===== src/rtl/tank_pkg.sv =====
// Shared constants for the tank demo: 640x480@60 VGA timing, palette and tank heading type.
package tank_pkg;
  localparam int H_VIS  = 640;
  localparam int H_FP   = 16;
  localparam int H_SYNC = 96;
  localparam int H_BP   = 48;
  localparam int H_TOT  = H_VIS + H_FP + H_SYNC + H_BP;

  localparam int V_VIS  = 480;
  localparam int V_FP   = 10;
  localparam int V_SYNC = 2;
  localparam int V_BP   = 33;
  localparam int V_TOT  = V_VIS + V_FP + V_SYNC + V_BP;

  localparam logic [11:0] COL_OFF    = 12'h000;
  localparam logic [11:0] COL_BARREL = 12'hFFF;
  localparam logic [11:0] COL_BODY   = 12'h8A2;
  localparam logic [11:0] COL_WALL   = 12'h888;
  localparam logic [11:0] COL_BG     = 12'h040;

  typedef enum logic [1:0] {UP = 2'd0, DOWN = 2'd1, LEFT = 2'd2, RIGHT = 2'd3} dir_t;
endpackage


===== src/rtl/vga_timing.sv =====
// Pixel-rate divider plus horizontal/vertical raster counters with combinational syncs.
module vga_timing
  import tank_pkg::*;
#(
  parameter int CLK_DIV = 4,
  parameter int HVIS    = H_VIS,
  parameter int HFP     = H_FP,
  parameter int HSW     = H_SYNC,
  parameter int HBP     = H_BP,
  parameter int VVIS    = V_VIS,
  parameter int VFP     = V_FP,
  parameter int VSW     = V_SYNC,
  parameter int VBP     = V_BP
) (
  input  logic       clk,
  input  logic       rst,
  output logic       tick,
  output logic [9:0] hcount,
  output logic [9:0] vcount,
  output logic       hsync_raw,
  output logic       vsync_raw,
  output logic       visible
);
  localparam int DW = (CLK_DIV > 1) ? $clog2(CLK_DIV) : 1;
  localparam logic [DW-1:0] DIV_LAST = DW'(CLK_DIV - 1);
  localparam logic [9:0] H_LAST = 10'(HVIS + HFP + HSW + HBP - 1);
  localparam logic [9:0] V_LAST = 10'(VVIS + VFP + VSW + VBP - 1);
  localparam logic [9:0] H_SS   = 10'(HVIS + HFP);
  localparam logic [9:0] H_SE   = 10'(HVIS + HFP + HSW);
  localparam logic [9:0] V_SS   = 10'(VVIS + VFP);
  localparam logic [9:0] V_SE   = 10'(VVIS + VFP + VSW);
  localparam logic [9:0] HV     = 10'(HVIS);
  localparam logic [9:0] VV     = 10'(VVIS);

  logic [DW-1:0] div_cnt;

  assign tick = (div_cnt == DIV_LAST);

  always_ff @(posedge clk or posedge rst) begin
    if (rst) begin
      div_cnt <= '0;
    end else if (tick) begin
      div_cnt <= '0;
    end else begin
      div_cnt <= div_cnt + 1'b1;
    end
  end

  // vcount steps only when the line wraps, so both counters move on the same tick
  always_ff @(posedge clk or posedge rst) begin
    if (rst) begin
      hcount <= '0;
      vcount <= '0;
    end else if (tick) begin
      if (hcount == H_LAST) begin
        hcount <= '0;
        vcount <= (vcount == V_LAST) ? 10'd0 : vcount + 10'd1;
      end else begin
        hcount <= hcount + 10'd1;
      end
    end
  end

  assign hsync_raw = !(hcount >= H_SS && hcount < H_SE);
  assign vsync_raw = !(vcount >= V_SS && vcount < V_SE);
  assign visible   = (hcount < HV) && (vcount < VV);
endmodule


===== src/rtl/tank_game_top.sv =====
// Battle-tank demo top: button synchronisers, once-per-frame tank motion and the pixel colour mux.
module tank_game_top
  import tank_pkg::*;
#(
  parameter int CLK_DIV   = 4,
  parameter int TANK_SIZE = 32,
  parameter int WALL_W    = 8,
  parameter int SPEED     = 1,
  parameter int HVIS      = H_VIS,
  parameter int HFP       = H_FP,
  parameter int HSW       = H_SYNC,
  parameter int HBP       = H_BP,
  parameter int VVIS      = V_VIS,
  parameter int VFP       = V_FP,
  parameter int VSW       = V_SYNC,
  parameter int VBP       = V_BP
) (
  input  logic       clk,
  input  logic       rst,
  input  logic       up,
  input  logic       down,
  input  logic       left,
  input  logic       right,
  output logic [3:0] pix_r,
  output logic [3:0] pix_g,
  output logic [3:0] pix_b,
  output logic       hsync,
  output logic       vsync
);
  localparam logic [9:0] X_MIN   = 10'(WALL_W);
  localparam logic [9:0] X_MAX   = 10'(HVIS - WALL_W - TANK_SIZE);
  localparam logic [9:0] Y_MIN   = 10'(WALL_W);
  localparam logic [9:0] Y_MAX   = 10'(VVIS - WALL_W - TANK_SIZE);
  localparam logic [9:0] X_START = 10'((HVIS - TANK_SIZE) / 2);
  localparam logic [9:0] Y_START = 10'((VVIS - TANK_SIZE) / 2);
  localparam logic [9:0] SPD     = 10'(SPEED);
  localparam logic [9:0] TS      = 10'(TANK_SIZE);
  localparam logic [9:0] HALF    = 10'(TANK_SIZE / 2);
  localparam logic [9:0] BHALF   = 10'(TANK_SIZE / 8);
  localparam logic [9:0] WW      = 10'(WALL_W);
  localparam logic [9:0] HV      = 10'(HVIS);
  localparam logic [9:0] VV      = 10'(VVIS);

  logic       tick, hsync_raw, vsync_raw, visible;
  logic [9:0] hcount, vcount;

  vga_timing #(
    .CLK_DIV(CLK_DIV), .HVIS(HVIS), .HFP(HFP), .HSW(HSW), .HBP(HBP),
    .VVIS(VVIS), .VFP(VFP), .VSW(VSW), .VBP(VBP)
  ) u_timing (
    .clk(clk), .rst(rst), .tick(tick), .hcount(hcount), .vcount(vcount),
    .hsync_raw(hsync_raw), .vsync_raw(vsync_raw), .visible(visible)
  );

  // {up, down, left, right}; bit order doubles as the movement priority
  logic [3:0] btn_meta, btn_sync;

  always_ff @(posedge clk or posedge rst) begin
    if (rst) begin
      btn_meta <= '0;
      btn_sync <= '0;
    end else begin
      btn_meta <= {up, down, left, right};
      btn_sync <= btn_meta;
    end
  end

  logic [9:0] tank_x, tank_y;
  dir_t       dir;
  logic       frame_update;

  assign frame_update = tick && (hcount == 10'd0) && (vcount == VV);

  // Bounds are compared before subtracting so the unsigned position never wraps
  always_ff @(posedge clk or posedge rst) begin
    if (rst) begin
      tank_x <= X_START;
      tank_y <= Y_START;
      dir    <= UP;
    end else if (frame_update) begin
      if (btn_sync[3]) begin
        dir    <= UP;
        tank_y <= (tank_y < Y_MIN + SPD) ? Y_MIN : tank_y - SPD;
      end else if (btn_sync[2]) begin
        dir    <= DOWN;
        tank_y <= (tank_y + SPD > Y_MAX) ? Y_MAX : tank_y + SPD;
      end else if (btn_sync[1]) begin
        dir    <= LEFT;
        tank_x <= (tank_x < X_MIN + SPD) ? X_MIN : tank_x - SPD;
      end else if (btn_sync[0]) begin
        dir    <= RIGHT;
        tank_x <= (tank_x + SPD > X_MAX) ? X_MAX : tank_x + SPD;
      end
    end
  end

  logic [9:0]  cx, cy;
  logic        in_body, in_vstrip, in_hstrip, in_barrel, in_wall;
  logic [11:0] colour;

  assign cx = tank_x + HALF;
  assign cy = tank_y + HALF;

  always_comb begin
    in_body   = (hcount >= tank_x) && (hcount < tank_x + TS) &&
                (vcount >= tank_y) && (vcount < tank_y + TS);
    in_vstrip = (hcount >= cx - BHALF) && (hcount < cx + BHALF);
    in_hstrip = (vcount >= cy - BHALF) && (vcount < cy + BHALF);
    in_barrel = 1'b0;
    case (dir)
      UP:      in_barrel = in_vstrip && (vcount >= tank_y) && (vcount < cy);
      DOWN:    in_barrel = in_vstrip && (vcount >= cy) && (vcount < tank_y + TS);
      LEFT:    in_barrel = in_hstrip && (hcount >= tank_x) && (hcount < cx);
      default: in_barrel = in_hstrip && (hcount >= cx) && (hcount < tank_x + TS);
    endcase
    in_wall = (hcount < WW) || (hcount >= HV - WW) || (vcount < WW) || (vcount >= VV - WW);
    colour  = COL_BG;
    if (!visible)       colour = COL_OFF;
    else if (in_barrel) colour = COL_BARREL;
    else if (in_body)   colour = COL_BODY;
    else if (in_wall)   colour = COL_WALL;
  end

  always_ff @(posedge clk or posedge rst) begin
    if (rst) begin
      {pix_r, pix_g, pix_b} <= COL_OFF;
      hsync <= 1'b1;
      vsync <= 1'b1;
    end else begin
      {pix_r, pix_g, pix_b} <= colour;
      hsync <= hsync_raw;
      vsync <= vsync_raw;
    end
  end
endmodule


===== config.mk =====
export PLATFORM = sky130hd
export DESIGN_NAME = tank_game_top
export DESIGN_NICKNAME = d
export VERILOG_FILES = /design/src/rtl/tank_pkg.sv /design/src/rtl/vga_timing.sv /design/src/rtl/tank_game_top.sv
export SDC_FILE = /design/constraint.sdc
export NUM_CORES = 1
export LEC_CHECK = 0
export BUFFER_PORTS_ARGS = -buffer_cell sky130_fd_sc_hd__buf_2
export CAP_MARGIN = 20
export CORE_MARGIN = 2
export CORE_UTILIZATION = 60
export CTS_BUF_LIST = sky130_fd_sc_hd__clkbuf_4 sky130_fd_sc_hd__clkbuf_8
export DETAILED_ROUTE_END_ITERATION = 7
export GPL_ROUTABILITY_DRIVEN = 0
export PLACE_DENSITY = 0.85
export SKIP_LAST_GASP = 1
export SYNTH_ARGS = -nofsm -noshare
export SYNTH_HDL_FRONTEND = slang
export SYNTH_SLANG_ARGS = --single-unit
export TNS_END_PERCENT = 20

===== constraint.sdc =====
create_clock -name clk -period 8.51 [get_ports clk]
set_input_delay 0.4255 -clock clk [delete_from_list [all_inputs] [get_ports clk]]
set_output_delay 0.4255 -clock clk [all_outputs]
set_load 0.01 [all_outputs]

==> results of run 1 <==
-- worst max-delay path by stage --
stage | cells past startpoint | slack (ns) | end
global placement | 12 | 5.03 | pix_b[3]$_DFF_PP0_
CTS | 12 | 4.87 | pix_g[2]$_DFF_PP0_
finish | 12 | 4.82 | pix_g[2]$_DFF_PP0_
floorplan | 13 | 5.16 | pix_b[3]$_DFF_PP0_
detailed placement | 12 | 4.92 | pix_g[2]$_DFF_PP0_
global route | 11 | 4.64 | pix_g[2]$_DFF_PP0_
-- through the flow --
| stage | hold slack (ns) | setup slack (ns) | util [%] | std cells | area (um^2) |
|---|---|---|---|---|---|
| global placement | 0.335 | 5.03 | 61.9 | 875 | 6330 |
| CTS | 0.171 | 4.87 | 64.1 | 891 | 6560 |
| detailed placement | 0.335 | 4.92 | 61.9 | 875 | 6330 |
| global route | 0.167 | 4.64 | 64.2 | 892 | 6570 |
| floorplan | 0.331 | 5.16 | - | 752 | 6240 |
| finish | 0.187 | 4.82 | 64.2 | 892 | 6570 |
-- cell type report --
class,count,area (um^2),share of cell area [%]
well taps,136,170,2.59
inverters,44,165,2.52
repair buffers,21,108,1.64
clock inverters,4,72.6,1.11
flip-flops and latches,59,1490,22.6
multi-input cells,616,4410,67.1
clock buffers,12,159,2.42
-- cell families (layout without fill, tap and decap cells) --
family | count (synthesis) | count (layout) | synth area share (%)
muxes | 1 | 1 | 0.160
adders and majority gates | 97 | 97 | 19.4
and+or+nand+nor | 254 | 254 | 20.5
buffers and inverters | 77 | 81 | 5.63
AOI/OAI and AO/OA | 200 | 200 | 21.2
DFF | 59 | 59 | 23.8
xor gates and xnor gates | 64 | 64 | 9.20
-- routing by layer --
| layer | vias up | global-route usage [%] | wire, um |
|---|---|---|---|
| li1 | 2788 | - | - |
| met1 | 2794 | 38.7 | 6720 |
| met2 | 368 | 48.1 | 7610 |
| met3 | 72 | 4.97 | 1510 |
| met4 | 0 | 14.8 | 635 |
| met5 | - | 0 | 0 |
-- Yosys cell counts (3+ instances only) --
| cell type | count |
|---|---|
| a21oi_1 | 39 |
| inv_1 | 41 |
| a41oi_1 | 3 |
| o32ai_1 | 3 |
| a21o_1 | 3 |
| nand2b_1 | 4 |
| buf_6 | 3 |
| a2111oi_0 | 9 |
| clkbuf_1 | 17 |
| xor2_1 | 17 |
| nor2_1 | 56 |
| and2_1 | 3 |
| a31o_2 | 4 |
| nor2b_1 | 9 |
| and4_1 | 4 |
| a31oi_1 | 13 |
| and3_1 | 7 |
| o221ai_1 | 3 |
| o22ai_1 | 7 |
| o21a_1 | 8 |
| buf_4 | 10 |
| nor3b_1 | 3 |
| dfstp_2 | 8 |
| a211oi_1 | 9 |
| a211o_1 | 4 |
| nor4_1 | 13 |
| or3_1 | 4 |
| or4_1 | 3 |
| nor3_1 | 20 |
| o31ai_1 | 9 |
| xnor2_1 | 46 |
| ha_1 | 97 |
| nand4_1 | 15 |
| a221oi_1 | 3 |
| nand3_1 | 38 |
| o211ai_1 | 9 |
| o21ai_0 | 47 |
| nand2_1 | 61 |
| o21bai_1 | 5 |
| dfrtp_1 | 51 |
| a22oi_1 | 4 |
-- power by group --
group | switching, uW | total (uW) | internal, uW
clock | 121 | 305 | 184
sequential | 1.97 | 284 | 282
combinational | 8.82 | 11.3 | 2.47
-- worst max-delay path: cells and delay by family, from the launching register on --
family / cells / cell delay (ns)
AND/OR/NAND/NOR: 6 / 1.04
flip-flops: 1 / 0.70
XOR/XNOR: 2 / 0.69
AO/OA/AOI/OAI: 2 / 0.59
adder cells (fa/ha/maj): 2 / 0.56
-- sequential cells by signal (all words and copies together) (netlist names) --
signal and count:
u_timing.div_cnt 2, hsync 1, u_timing.vcount 10, pix_g 2
tank_x 10, pix_b 3, tank_y 10, btn_sync 4
btn_meta 4, vsync 1, dir 2, u_timing.hcount 10
==> impl_metrics.json, run 1 <==
{
  "synth_top_area_share_pct": 20.4,
  "synthArstFlopShare_pct": 100,
  "ios": 20,
  "yosysSeqAreaShare_pct": 23.8,
  "clock.fmax_ghz": 0.271,
  "first_pass_iters": 8,
  "clk_latency_ns": 0.35,
  "die-area_mm2": 0.0112,
  "viasPerCell": 6.75,
  "ctsResizeCount": 0,
  "areaGrowthSynthToFinish_pct": 5.17,
  "r2r-start": "tank_x[4]$_DFFE_PP1P_",
  "clk_pin_slew_ns": 0.08,
  "drcViolationCount": 0,
  "first_iter_violations": 575,
  "ir_worst_vdd_mv": 0.112,
  "n_antenna_cell": 0,
  "tns_ns": 0,
  "clkSinkCount": 59,
  "synth_cell_types": 73,
  "core_area_mm2": 0.0102,
  "row_count": 37,
  "path_cells": "ha_1 -> xor2_1 -> nand3_1 -> nor3_1 -> xor2_1 -> ha_1 -> nand3_1 -> nor2_1 -> nor4_1 -> nand4_1 -> o211a_1 -> o32ai_1",
  "grt_max_degree": 60,
  "worstHoldPathCells": 1,
  "worstSetupEndpointType": "register",
  "min-delay-start": "right",
  "yosys.area.top_type": "dfrtp_1",
  "finalHoldViolCount": 0,
  "r2r_cells": 12,
  "fin_crit_ns": 3.69,
  "grt_pass1_vias": 5911,
  "syn_avg_cell_area_um2": 8.30,
  "portBuffers": 19,
  "antenna_found_initial": 0,
  "ant_nets": 0,
  "drv_slew": 0,
  "cp.arrival_ns": 3.93,
  "ys_ff_latch": 59,
  "drive_gt1_share_pct": 7.67,
  "layout.nets": 854,
  "slowest_stage": "dfstp_2",
  "cap_violations": 0,
  "finalSetupViolCount": 0,
  "routed_wl_mm": 16.5,
  "cts_max_level": 3,
  "yosys_warnings": 0,
  "period_share_pct": 43.4,
  "r2r_slack_ns": 4.82,
  "syn_area_mm2": 0.00624,
  "die_x_um": 106,
  "post-cts-setup-buffers": 0,
  "min_path_type": "primary input to register",
  "critPathKind": "register to register",
  "slew_headroom_pct": 21.4,
  "gr-total-overflow": 0,
  "cts_hold_buf": 0,
  "synth_cells": 752,
  "grt_pass1_wl_mm": 27.3,
  "tritoncts": "yes",
  "run_status": "finished clean",
  "vias": 6022,
  "r2r-end": "pix_g[2]$_DFF_PP0_",
  "dpl.hpwl_mm": 12.3,
  "clockBufferDepth": 2,
  "cts_root_buf": "clkbuf_8",
  "total_power_uw": 601,
  "layout_common_cells": "97 x ha_1, 61 x nand2_1, 56 x nor2_1",
  "critPathMaxStageDelay_ns": 0.70,
  "crit_start": "tank_x[4]$_DFFE_PP1P_",
  "rsz0062_at_grt": "false",
  "synth_ff_type": "dfrtp_1",
  "cts_buffers": 9,
  "post_drt_wl_per_cell_um": 18.5,
  "cp_max_fo": 14,
  "power_leakage_uw": 0.00282,
  "worstPathRequired_ns": 8.75,
  "power-per-cell-area_mw_per_mm2": 91.5,
  "synth_nets": 855,
  "final_common_cell": "ha_1",
  "finClkSkew_ns": 0.0157,
  "hold_path_end": "btn_meta[0]$_DFF_PP0_",
  "fillers": 820,
  "die_h_um": 106,
  "start_util_pct": 61.0,
  "grt_use_total_pct": 29.8,
  "worstSetupStartpointType": "register",
  "worst_pin_slew_ns": 1.15,
  "synth_edf_count": 0,
  "synth_area_leaders": "dfrtp_1 20%, ha_1 19%, xnor2_1 6.5%"
}
(Power assumes the default switching activity.)
==> run 2, diff against run 1 <==
Settings changed: ABC_AREA from default to 1, CORE_UTILIZATION 60 to 59, PLACE_DENSITY 0.85 to 0.87.
Clock period 8.51 ns to 3.3 ns, I/O delays scaled along.
==> impl_metrics.json, run 2 <==
{
  "violations": "design-rule violations",
  "finalSetupViolCount": 0,
  "portBuffers": 19,
  "start_util_pct": 60.0,
  "cap_violations": 0,
  "critPathKind": "register to register",
  "finalWorstSetupSlack_ns": 0.0340,
  "hold_slack_ns": 0.226,
  "synth_nets": 1008,
  "drv_slew": 0,
  "period_share_pct": 99.0,
  "areaGrowthSynthToFinish_pct": 9.38,
  "worstPathRequired_ns": 3.60,
  "drcViolationCount": 5,
  "stdcell_count": 1085,
  "post_drt_wl_per_cell_um": 15.2,
  "first_pass_iters": 8,
  "run_status": "finished, violations left",
  "gr-total-overflow": 0,
  "cp.arrival_ns": 3.56,
  "slowest_stage": "dfstp_2",
  "die-area_mm2": 0.0118,
  "worst_pin_slew_ns": 0.705,
  "worst-path-buf-inv": 2,
  "post-synth-top-count-cell": "nand2_1",
  "synth_cell_types": 47,
  "clkSinkCount": 59,
  "yosys_warnings": 0,
  "power-per-cell-area_mw_per_mm2": 198,
  "vias": 6228,
  "tns_ns": 0,
  "slew_headroom_pct": 53.0,
  "syn_avg_cell_area_um2": 7.12,
  "wl_met3_mm": 1.33,
  "dp_slack_ns": 0.0391,
  "yosysSeqAreaShare_pct": 23.1,
  "clock.fmax_ghz": 0.306,
  "layout.nets": 1043,
  "tritoncts": "yes",
  "clk_latency_ns": 0.36,
  "layout_common_cells": "181 x nand2_1, 118 x inv_1, 93 x ha_1",
  "top_layer_used": "met4",
  "viasPerCell": 5.74,
  "grt_max_degree": 48,
  "path_cells": "ha_2 -> nand2_1 -> inv_1 -> nand2_1 -> xor2_4 -> nor3_2 -> xor2_1 -> ha_1 -> a21oi_2 -> o21a_1 -> nand2_1 -> nor2_1 -> nand2_1 -> nor2_1 -> nand3_1 -> nand2_1 -> inv_1 -> nand2_1 -> nand3_2 -> nand2_1",
  "r2r_slack_ns": 0.03,
  "cts_root_buf": "clkbuf_8",
  "worstSetupStartpointType": "register",
  "min_path_type": "primary input to async pin",
  "ir_worst_vdd_mv": 0.273,
  "ant_nets": 0,
  "final_common_cell": "nand2_1",
  "first_iter_violations": 532,
  "cp.depth": 20,
  "yosys-top-cells-count": "184 x nand2_1, 121 x inv_1, 97 x ha_1",
  "finalHoldViolCount": 0,
  "grt_pass1_vias": 5783,
  "numPlacedInstances": 1056,
  "die_h_um": 108,
  "met2WireLength_mm": 7.77,
  "yosys.area.top_type": "dfrtp_1",
  "finClkSkew_ns": 0.00966,
  "crit_family": "simple AND/OR/NAND/NOR gates",
  "synth_edf_count": 0,
  "fin_crit_ns": 3.27,
  "antenna_found_initial": 0,
  "wl_met1_mm": 7.02,
  "synth_area_leaders": "dfrtp_1 20%, ha_1 19%, nand2_1 11%",
  "synth_cells": 905,
  "drive_gt1_share_pct": 11.7,
  "clk_pin_slew_ns": 0.06,
  "dpl.hpwl_mm": 12.5,
  "ios": 20,
  "grt_use_total_pct": 28.9,
  "critPathMaxStageDelay_ns": 0.64,
  "synthArstFlopShare_pct": 100,
  "grt_pass1_wl_mm": 26.7,
  "ys_ff_latch": 59,
  "clockBufferDepth": 2,
  "r2r_cells": 20,
  "synth_top_area_share_pct": 19.8,
  "syn_area_mm2": 0.00644,
  "worstSetupEndpointType": "register",
  "cts_max_level": 3,
  "power_leakage_uw": 0.00360,
  "cts_buffers": 9,
  "n_antenna_cell": 0,
  "row_count": 38,
  "rsz0062_at_grt": "true",
  "routed_wl_mm": 16.5,
  "die_x_um": 108,
  "cp_max_fo": 7,
  "cp_common_cell": "nand2_1",
  "synth_ff_type": "dfrtp_1",
  "core_area_mm2": 0.0107
}
-- run 2: cell types whose count changed after synthesis, sizes merged, moves of 10 or more --
cell,change
xor2,+33
xnor2,-39
nand2,+128
nor2,+40
a21oi,+24
inv,+86
a31oi,-10
clkbuf,-16
nand3,+20
-- run 2: repair_timing --
item                                    in CTS  in global routing
resized for setup                            0                 18
endpoints found under the setup margin       0                  5
endpoints found under the hold margin        4                 39
hold buffers                                 4                  1
buffers inserted                             0                  7
-- run 2: final timing paths --
path,end,from
max,pix_g[2]$_DFF_PP0_,tank_y[5]$_DFFE_PP1P_
min,tank_y[4]$_DFFE_PP0P_,rst
max reg2reg,pix_g[2]$_DFF_PP0_,tank_y[5]$_DFFE_PP1P_
min reg2reg,btn_sync[3]$_DFF_PP0_,btn_meta[3]$_DFF_PP0_
max in group asynchronous,vsync$_DFF_PP1_,rst
min in group clk,btn_sync[3]$_DFF_PP0_,btn_meta[3]$_DFF_PP0_
-- run 2: cells by family after synthesis --
family,count (synthesis),synth area share (%)
simple gates,410,28.4
buf+inv,150,10.0
compound gates,132,11.6
fa+ha+maj,97,18.8
flops,59,23.1
xor+xnor,57,8.10
-- run 2: final cells by class --
cell class | count | area, um^2
multi-input cells | 696 | 4380
flip-flops and latches | 59 | 1490
clock inverters | 2 | 10.0
repair buffers | 46 | 335
inverters | 128 | 483
fillers | 931 | 3700
clock buffers | 14 | 174
well taps | 140 | 175
-- run 2: worst register-to-register path, delay by kind of cell, from the launching register on --
family / cells / cell delay (ns)
AOI/OAI and AO/OA: 2 / 0.26
xor gates and xnor gates: 2 / 0.40
adders and majority gates: 2 / 0.53
and+or+nand+nor: 12 / 1.21
DFF: 1 / 0.64
buffers and inverters: 2 / 0.17
-- run 2: power breakdown --
| group | total, uW | switching (uW) | leakage [uW] | internal [uW] |
|---|---|---|---|---|
| Clock | 626 | 290 | 0.000101 | 336 |
| Sequential | 733 | 4.65 | 0.000736 | 729 |
| Combinational | 32.0 | 20.4 | 0.00276 | 11.6 |
| Total | 1390 | 315 | 0.00360 | 1080 |
-- run 2: metrics by stage --
stage / power, uW / utilization [%] / area [um^2]
floorplan: 761 / - / 6440
global placement: 772 / 61.9 / 6650
detailed placement: 772 / 61.9 / 6650
CTS: 1410 / 64.0 / 6880
global route: 1440 / 65.6 / 7050
finish: 1390 / 65.6 / 7050
-- run 2: metal layers --
layer / up-vias / track usage [%]
li1: 3049 / -
met1: 2862 / 38.1
met5: - / 0
met2: 272 / 46.0
met4: 0 / 11.4
met3: 45 / 6.57
